--- src/rtl/control_unit.sv ---
// Multicycle fetch/execute sequencer driving the bus datapath strobes.
// Optional memory wait states are enabled by defining CTRL_MEM_WAIT_EN.
module control_unit #(
  parameter logic [4:0] ADD_OP = 5'b00011
) (
  input  logic        clk,
  input  logic        clr,
  input  logic [31:0] ir,
  input  logic        mem_ready,
  output logic        PCout,
  output logic        IncPC,
  output logic        PCin,
  output logic        MARin,
  output logic        MDRin,
  output logic        MDRout,
  output logic        Read,
  output logic        Write,
  output logic        IRin,
  output logic        Yin,
  output logic        Zin,
  output logic        Zlowout,
  output logic        Zhighout,
  output logic        HIin,
  output logic        LOin,
  output logic        Gra,
  output logic        Grb,
  output logic        Grc,
  output logic        Rin,
  output logic        Rout,
  output logic        BAout,
  output logic        Cout,
  output logic [4:0]  OpCode,
  output logic        run,
  output logic [3:0]  dbg_state
);

  typedef enum logic [3:0] {
    S_RESET, S_T0, S_T1, S_T2, S_T3, S_T4, S_T5, S_T6, S_T7, S_HALT
  } state_t;

  typedef enum logic [2:0] {
    C_NOP, C_ALU, C_IMM, C_LD, C_ST, C_MUL, C_HALT
  } cls_t;

  typedef struct packed {
    logic       PCout, IncPC, PCin, MARin, MDRin, MDRout, Read, Write;
    logic       IRin, Yin, Zin, Zlowout, Zhighout, HIin, LOin;
    logic       Gra, Grb, Grc, Rin, Rout, BAout, Cout;
    logic [4:0] OpCode;
    logic       run;
  } ctrl_t;

  state_t     state, nxt_state;
  cls_t       cls, nxt_cls;
  logic [4:0] op_q, nxt_op;
  ctrl_t      ctrl;
  logic       mem_wait;
  logic       unused_in;

  assign unused_in = ^{ir[26:0], mem_ready};

`ifdef CTRL_MEM_WAIT_EN
  assign mem_wait = ~mem_ready;
`else
  assign mem_wait = 1'b0;
`endif

  function automatic cls_t classify(input logic [4:0] op);
    case (op)
      5'b00011, 5'b00100, 5'b00101, 5'b00110,
      5'b00111, 5'b01000, 5'b01001, 5'b01010: classify = C_ALU;
      5'b01100, 5'b01101, 5'b01110:           classify = C_IMM;
      5'b00000:                               classify = C_LD;
      5'b00010:                               classify = C_ST;
      5'b01111, 5'b10000:                     classify = C_MUL;
      5'b11011:                               classify = C_HALT;
      default:                                classify = C_NOP;
    endcase
  endfunction

  // Strobes are a pure function of (state, class, latched opcode).
  function automatic ctrl_t decode(input state_t s, input cls_t c, input logic [4:0] op);
    ctrl_t o;
    o = '0;
    o.run = (s != S_RESET) && (s != S_HALT);
    case (s)
      S_T0: begin o.PCout = 1'b1; o.MARin = 1'b1; o.IncPC = 1'b1; o.Zin = 1'b1; end
      S_T1: begin o.Zlowout = 1'b1; o.PCin = 1'b1; o.Read = 1'b1; o.MDRin = 1'b1; end
      S_T2: begin o.MDRout = 1'b1; o.IRin = 1'b1; end
      S_T3: begin
        o.Yin = 1'b1;
        case (c)
          C_ALU, C_IMM: begin o.Grb = 1'b1; o.Rout = 1'b1; end
          C_LD, C_ST:   begin o.Grb = 1'b1; o.BAout = 1'b1; end
          C_MUL:        begin o.Gra = 1'b1; o.Rout = 1'b1; end
          default:      o.Yin = 1'b0;
        endcase
      end
      S_T4: begin
        o.Zin = 1'b1;
        case (c)
          C_ALU:      begin o.Grc = 1'b1; o.Rout = 1'b1; o.OpCode = op; end
          C_IMM:      begin o.Cout = 1'b1; o.OpCode = op; end
          C_LD, C_ST: begin o.Cout = 1'b1; o.OpCode = ADD_OP; end
          C_MUL:      begin o.Grb = 1'b1; o.Rout = 1'b1; o.OpCode = op; end
          default:    o.Zin = 1'b0;
        endcase
      end
      S_T5: begin
        o.Zlowout = 1'b1;
        case (c)
          C_ALU, C_IMM: begin o.Gra = 1'b1; o.Rin = 1'b1; end
          C_LD, C_ST:   o.MARin = 1'b1;
          C_MUL:        o.LOin = 1'b1;
          default:      o.Zlowout = 1'b0;
        endcase
      end
      S_T6: begin
        case (c)
          C_LD:    begin o.Read = 1'b1; o.MDRin = 1'b1; end
          C_ST:    begin o.Gra = 1'b1; o.Rout = 1'b1; o.MDRin = 1'b1; end
          C_MUL:   begin o.Zhighout = 1'b1; o.HIin = 1'b1; end
          default: ;
        endcase
      end
      S_T7: begin
        case (c)
          C_LD:    begin o.MDRout = 1'b1; o.Gra = 1'b1; o.Rin = 1'b1; end
          C_ST:    o.Write = 1'b1;
          default: ;
        endcase
      end
      default: ;
    endcase
    return o;
  endfunction

  always_comb begin
    nxt_state = state;
    nxt_cls   = cls;
    nxt_op    = op_q;
    case (state)
      S_RESET: nxt_state = S_T0;
      S_T0:    nxt_state = S_T1;
      S_T1:    nxt_state = mem_wait ? S_T1 : S_T2;
      S_T2: begin
        nxt_cls = classify(ir[31:27]);
        nxt_op  = ir[31:27];
        case (nxt_cls)
          C_HALT:  nxt_state = S_HALT;
          C_NOP:   nxt_state = S_T0;
          default: nxt_state = S_T3;
        endcase
      end
      S_T3:    nxt_state = S_T4;
      S_T4:    nxt_state = S_T5;
      S_T5:    nxt_state = (cls == C_ALU || cls == C_IMM) ? S_T0 : S_T6;
      S_T6: begin
        if (cls == C_LD)      nxt_state = mem_wait ? S_T6 : S_T7;
        else if (cls == C_ST) nxt_state = S_T7;
        else                  nxt_state = S_T0;
      end
      S_T7: begin
        if (cls == C_ST) nxt_state = mem_wait ? S_T7 : S_T0;
        else             nxt_state = S_T0;
      end
      S_HALT:  nxt_state = S_HALT;
      default: nxt_state = S_RESET;
    endcase
  end

  // Outputs are registered from the next state so they line up with state.
  always_ff @(posedge clk) begin
    if (clr) begin
      state <= S_RESET;
      cls   <= C_NOP;
      op_q  <= 5'd0;
      ctrl  <= '0;
    end else begin
      state <= nxt_state;
      cls   <= nxt_cls;
      op_q  <= nxt_op;
      ctrl  <= decode(nxt_state, nxt_cls, nxt_op);
    end
  end

  assign PCout     = ctrl.PCout;
  assign IncPC     = ctrl.IncPC;
  assign PCin      = ctrl.PCin;
  assign MARin     = ctrl.MARin;
  assign MDRin     = ctrl.MDRin;
  assign MDRout    = ctrl.MDRout;
  assign Read      = ctrl.Read;
  assign Write     = ctrl.Write;
  assign IRin      = ctrl.IRin;
  assign Yin       = ctrl.Yin;
  assign Zin       = ctrl.Zin;
  assign Zlowout   = ctrl.Zlowout;
  assign Zhighout  = ctrl.Zhighout;
  assign HIin      = ctrl.HIin;
  assign LOin      = ctrl.LOin;
  assign Gra       = ctrl.Gra;
  assign Grb       = ctrl.Grb;
  assign Grc       = ctrl.Grc;
  assign Rin       = ctrl.Rin;
  assign Rout      = ctrl.Rout;
  assign BAout     = ctrl.BAout;
  assign Cout      = ctrl.Cout;
  assign OpCode    = ctrl.OpCode;
  assign run       = ctrl.run;
  assign dbg_state = state;

endmodule

--- config.mk ---
export PLATFORM = sky130hd
export DESIGN_NAME = control_unit
export DESIGN_NICKNAME = d
export VERILOG_FILES = /design/src/rtl/control_unit.sv
export SDC_FILE = /design/constraint.sdc
export NUM_CORES = 1
export LEC_CHECK = 0
export ABC_AREA = 0
export CAP_MARGIN = 20
export CELL_PAD_IN_SITES_DETAIL_PLACEMENT = 1
export CELL_PAD_IN_SITES_GLOBAL_PLACEMENT = 1
export CORE_MARGIN = 2
export CORE_UTILIZATION = 36
export CTS_BUF_LIST = sky130_fd_sc_hd__clkbuf_8
export DETAILED_ROUTE_END_ITERATION = 10
export GPL_TIMING_DRIVEN = 0
export PLACE_DENSITY = 0.93
export SYNTH_ARGS = -nofsm -noshare
export SYNTH_HDL_FRONTEND = slang
export SYNTH_SLANG_ARGS = --single-unit
--- constraint.sdc ---
create_clock -name clk -period 6.1 [get_ports clk]
set_clock_uncertainty 0.15 [all_clocks]
set_input_delay 1.83 -clock clk [delete_from_list [all_inputs] [get_ports clk]]
set_output_delay 1.83 -clock clk [all_outputs]
set_load 0.02 [all_outputs]
==> run metrics, run 1 <==
crit path capture OpCode[1]$_SDFF_PP0_; maximum VDD drop 0.000136 V; area of the core 5040 um^2; GRT Total Usage 18.6%; Req. time, crit path 6.11 ns; Worst Tran Pin Value 0.662 ns; Setup Crit Path Kind in -> reg; status finished clean; dpl cell area 2290 um^2; GRT overflow 0; post-DR vias/cell 5.23; share of layout cells above drive strength 1 13.3%; Reg-to-Reg Start dbg_state[1]$_SDFF_PP0_; filler instances 602; Clock transition at path regs 0.08 ns; post-CTS setup buffers 0; # DRC 0; Initial DRC Count 92; drt total wl 4930 um; antenna violations before repair 0; RSZ-0062 raised after global routing no; EDFF count, synth 0; Reg-to-Reg End OpCode[1]$_SDFF_PP0_; DR pass1 iterations 4; port bufs 35; Mapped Nets 237; Startpoint Class primary input; n_diodes 0; Final Instance Area 2390 um^2; Yosys reg bits 38; worst setup path startpoint ir[27]; mean area per synthesized cell 9.33 um^2; Slew Limit Fails 0; crit end category flip-flop; Worst R2R Setup Slack 3.47 ns; IO Count 67; Max Freq 233 MHz; GPL Wtd Cong 0.853; num rows 26; wire per inst 15.8 um; Bufs on Longest Clock Path 2; TritonCTS Sinks 38; vias in the first global route 1655; Max Cap Viol 0; Final Hold Viols 0; Die Height 75.6 um; worst r2r path cells 6; PwrDens 239 nW/um^2; clock root cell clkbuf_8; Cells after Synth 198; worst hold path class reg -> reg; die span in x 75.6 um; ANT nets after route 0; setup_tns 0 ns; layout net count 279; Final HPWL DP 3690 um; Static Leakage 0.895 nW; Initial Util 36.7%; ys flop type dfxtp_1; relative slew slack 55.5%; post-synth cell types 57; largest net degree at the start of global routing 12; vias 1627; Die Area 5720 um^2; Resized cells post-CTS 0; first-pass GRT wire length 7930 um; fin crit period 4.28 ns; setup violators final 0; clk_lat worst skew 0.30 ns; H-tree depth 2; Mapped Area 1850 um^2; YS warnings 0; CTS Hold Buffers Added 0; share of the yosys chip area belonging to registers 41.2%; area delta synth->final 29.5%; Post-synth ARST share 0%; CTS tree done; fin crit share 70.2%; CTS buffer count 5; worst-path fanout max 4; CP arrival 4.29 ns
==> critical path, stage by stage <==
cell and delay, ns:
clkdlybuf4s50_1 0.53, inv_1 0.08, ha_1 0.28, mux2i_1 0.07, and2_1 0.20, o31ai_1 0.59
nor2_1 0.10, o21ai_0 0.49, o22ai_1 0.12
==> where the power goes <==
group / internal, W / switching (W)
sequential: 0.000257 / 0.00000457
combinational: 0.0000388 / 0.0000607
clock: 0.000119 / 0.0000909
total: 0.000414 / 0.000156
==> cells by family (layout without fill, tap and decap cells) <==
kind of cell               after synthesis  in the layout  synth area share (%)
xor gates and xnor gates                 3              3                  1.83
DFF                                     38             38                  41.2
adders and majority gates                4              4                  2.71
buffers and inverters                   21             64                  5.96
muxes                                    9              9                  4.94
AOI/OAI and AO/OA                       40             40                  17.6
and+or+nand+nor                         83             83                  25.8
==> state kept, by name, summed over array words and instances, names as in the netlist, 3 cells and up <==
name and flops:
OpCode 5, op_q 5, dbg_state 4, cls 3
==> how the worst min path moves through the flow <==
stage | slack, ns | cells after the start | to | from
after floorplan | 0.31 | 2 | OpCode[4]$_SDFF_PP0_ | op_q[4]$_SDFF_PP0_
after global placement | 0.32 | 2 | op_q[3]$_SDFF_PP0_ | op_q[3]$_SDFF_PP0_
after detailed placement | 0.33 | 2 | op_q[3]$_SDFF_PP0_ | op_q[3]$_SDFF_PP0_
after CTS | 0.35 | 2 | op_q[3]$_SDFF_PP0_ | op_q[3]$_SDFF_PP0_
after global routing | 0.39 | 2 | op_q[4]$_SDFF_PP0_ | op_q[4]$_SDFF_PP0_
final | 0.34 | 2 | op_q[4]$_SDFF_PP0_ | op_q[4]$_SDFF_PP0_
==> cell usage after synthesis (2+ instances only) <==
cell type	n	area (um^2)
clkbuf_1	3	11.3
o22ai_1	5	31.3
buf_4	3	22.5
ha_1	4	50.1
xnor2_1	2	17.5
dfxtp_1	38	761
nor4_1	3	18.8
nor3_1	5	25.0
nand2b_1	4	25.0
nand3_1	6	30.0
nand3b_1	5	37.5
buf_2	4	20.0
inv_1	8	30.0
and2_1	3	18.8
buf_6	2	22.5
o32ai_1	2	17.5
a31oi_1	2	12.5
or2_2	2	12.5
o31ai_1	2	15.0
nand2_1	11	41.3
o21ai_0	5	25.0
a21oi_1	8	40.0
mux2i_1	8	80.1
nor2_1	29	109
nor3b_1	2	15.0
==> area by class of cell <==
cell class | instances | area, um^2 | area share (%)
tap | 70 | 87.6 | 3.66
buffer | 13 | 80.1 | 3.35
clock buffer | 5 | 68.8 | 2.88
sequential | 38 | 761 | 31.8
clock inverter | 3 | 37.5 | 1.57
inverter | 8 | 30.0 | 1.26
timing repair buffer | 35 | 350 | 14.6
multi-input combinational | 139 | 977 | 40.8
==> through the flow <==
step	util (%)	std cells	power (W)	hold WS, ns	setup WS [ns]
after floorplan	-	198	0.000332	0.306	2.46
after global placement	45.3	303	0.000362	0.320	1.59
after detailed placement	45.3	303	0.000366	0.333	1.52
after CTS	47.4	311	0.000575	0.350	1.83
after global routing	47.4	311	0.000593	0.391	1.61
final	47.4	311	0.000571	0.345	1.82
==> placed cells by master, fill, tap and decap left out, types with 2 or more instances in the layout <==
| master | n |
|---|---|
| nor4_1 | 3 |
| a31oi_1 | 2 |
| buf_6 | 2 |
| nor3b_1 | 2 |
| o22ai_1 | 5 |
| o21ai_0 | 5 |
| clkbuf_1 | 3 |
| mux2i_1 | 8 |
| inv_1 | 10 |
| a21oi_1 | 8 |
| buf_2 | 4 |
| nor2_1 | 29 |
| nand3_1 | 6 |
| xnor2_1 | 2 |
| or2_2 | 2 |
| clkbuf_8 | 5 |
| o31ai_1 | 2 |
| nor3_1 | 5 |
| and2_1 | 3 |
| dfxtp_1 | 38 |
| nand2_1 | 11 |
| o32ai_1 | 2 |
| clkdlybuf4s50_1 | 35 |
| buf_4 | 3 |
| nand2b_1 | 4 |
| nand3b_1 | 5 |
| ha_1 | 4 |
==> layer usage <==
layer	GRT usage (%)	wire, um	vias up
li1	-	-	783
met1	22.0	2070	779
met2	32.5	2520	54
met3	5.03	249	11
met4	6.24	82	0
met5	0	0	-
No activity file was read; power rests on OpenSTA's default activity.
==> run 2: changes to the inputs <==
--- a/config.mk
+++ b/config.mk
@@ -10,11 +10,11 @@
 export CELL_PAD_IN_SITES_DETAIL_PLACEMENT = 1
 export CELL_PAD_IN_SITES_GLOBAL_PLACEMENT = 1
 export CORE_MARGIN = 2
-export CORE_UTILIZATION = 36
+export CORE_UTILIZATION = 30
 export CTS_BUF_LIST = sky130_fd_sc_hd__clkbuf_8
 export DETAILED_ROUTE_END_ITERATION = 10
 export GPL_TIMING_DRIVEN = 0
-export PLACE_DENSITY = 0.93
+export PLACE_DENSITY = 0.83
 export SYNTH_ARGS = -nofsm -noshare
 export SYNTH_HDL_FRONTEND = slang
 export SYNTH_SLANG_ARGS = --single-unit
==> constraint.sdc (replaced) <==
create_clock -name clk -period 3.8 [get_ports clk]
set_clock_uncertainty 0.15 [all_clocks]
set_input_delay 1.14 -clock clk [delete_from_list [all_inputs] [get_ports clk]]
set_output_delay 1.14 -clock clk [all_outputs]
set_load 0.02 [all_outputs]
==> run 2 against run 1 <==
  * Die area increased by 19%
  * Setup slack got worse by 1.5 ns
  * Largest power group unchanged
  * Global-route usage decreased by 3.2 points
  * Critical path depth did not move
  * Largest cell class unchanged
  * Worst hold slack better by 0.0067 ns
  * Core utilization down 7.1 points
  * First-iteration DRC count increased by 33%
  * Via count decreased by 1.5%
  * Non-clock buffer count stayed put
  * Final cell count increased by 1.6%
==> run metrics, run 2 (same netlist as run 1, synthesis figures left out) <==
area delta synth->final 29.2%; drt total wl 4680 um; Startpoint Class primary input; GPL Wtd Cong 0.875; dpl cell area 2290 um^2; H-tree depth 2; antenna violations before repair 0; port bufs 35; Die Area 6800 um^2; met1 Resource Use GR 19.6%; met2 GRT Util 23.5%; share of layout cells above drive strength 1 14.1%; Initial DRC Count 122; Static Leakage 0.881 nW; CP max stage cell clkdlybuf4s50_1; Max Freq 287 MHz; Initial Util 31.2%; Final Hold Viols 0; TritonCTS Sinks 38; setup violators final 0; relative slew slack 57.7%; fin crit share 91.7%; total power draw 0.000872 W; Non-Filler Instances 316; pre-CTS WS -0.0524 ns; Setup Crit Path Kind in -> reg; Final HPWL DP 3570 um; num rows 28; DR pass1 iterations 4; fin crit period 3.48 ns; Req. time, crit path 3.82 ns; die span in x 82.5 um; RSZ-0062 raised after global routing no; gr busiest metal met2; largest net degree at the start of global routing 13; layout net count 279; Top delay family on crit path compound AO/OA/AOI/OAI gates; Bufs on Longest Clock Path 2; Resized cells post-CTS 0; post-CTS setup buffers 0; vias in the first global route 1590; CTS Hold Buffers Added 0; worst hold path class reg -> reg; maximum VDD drop 0.000193 V; Worst Tran Pin Value 0.635 ns; first-pass GRT wire length 7620 um; Die Height 82.5 um; IO Count 67; vias 1602; PwrDens 365 nW/um^2; # DRC 0; final setup margin 0.315 ns; worst-path cell chain clkdlybuf4s50_1 > inv_1 > ha_1 > mux2i_1 > and2_1 > o31ai_1 > nor2_1 > o21ai_0 > o22ai_1; Slew Limit Fails 0; CP arrival 3.50 ns; CTS tree done; DP Cell Count 308; worst-path fanout max 4; status finished clean; Clock transition at path regs 0.07 ns; clock root cell clkbuf_8; wire per inst 14.8 um; commonest non-fill, non-tap cells in the layout 38 x dfxtp_1, 35 x clkdlybuf4s50_1, 29 x nor2_1; crit-path max cell delay 0.54 ns; GRT met3 Usage 4.67%; clk_lat worst skew 0.30 ns; CTS buffer count 5; commonest non-fill, non-tap cell in the layout dfxtp_1; final hold slack 0.352 ns; post-DR vias/cell 5.07; Final Instance Area 2390 um^2; GRT Total Usage 15.3%; crit end category flip-flop; number of buffers and inverters on the critical path 2; GRT overflow 0; ANT nets after route 0; n_diodes 0; area of the core 5920 um^2; Max Cap Viol 0
## run 2: changes by cell type in the layout (fill, tap and decap cells not counted), sizes merged
cell | before | now
clkinvlp | 0 | 1
bufinv | 1 | 0
clkinv | 0 | 1
clkbuf | 8 | 9
inv | 10 | 8
## run 2: tightest hold or removal path, stage by stage (launching register included)
cell	delay (ns)
dfxtp_1	0.31
mux2i_1	0.07
nor2_1	0.08
## run 2: metrics by stage
stage               TNS (ns)  utilization [%]
finish                     0             40.3
global route               0             40.3
CTS                        0             40.3
detailed placement   -0.0687             38.7
global placement     -0.0317             38.7
floorplan                  0                -
## run 2: where the power goes
group | internal, W | total, W | switching [W]
combinational | 0.0000622 | 0.000158 | 0.0000956
sequential | 0.000412 | 0.000419 | 0.00000698
clock | 0.000146 | 0.000296 | 0.000150
total | 0.000620 | 0.000872 | 0.000252
## run 2: final timing paths
kind	to	slack, ns	start	depth (start not counted)
min	op_q[3]$_SDFF_PP0_	0.35	op_q[3]$_SDFF_PP0_	2
min reg2reg	op_q[3]$_SDFF_PP0_	0.35	op_q[3]$_SDFF_PP0_	2
max	OpCode[1]$_SDFF_PP0_	0.32	ir[27]	9
max reg2reg	OpCode[1]$_SDFF_PP0_	1.33	dbg_state[3]$_SDFF_PP0_	8
## run 2: cell type report
class | instances | area [um^2]
Fill cell | 683 | 3530
Multi-Input combinational cell | 139 | 977
Sequential cell | 38 | 761
Timing Repair Buffer | 35 | 350
Tap cell | 75 | 93.8
Clock buffer | 6 | 82.6
Buffer | 13 | 80.1
Inverter | 8 | 30.0
Clock inverter | 2 | 12.5
## run 2: layer usage
layer	up-vias	wire (um)	share of wire [%]
li1	789	-	-
met1	765	2110	45
met2	38	2240	48
met3	10	229	4.9
met4	0	102	2.2
met5	-	0	0
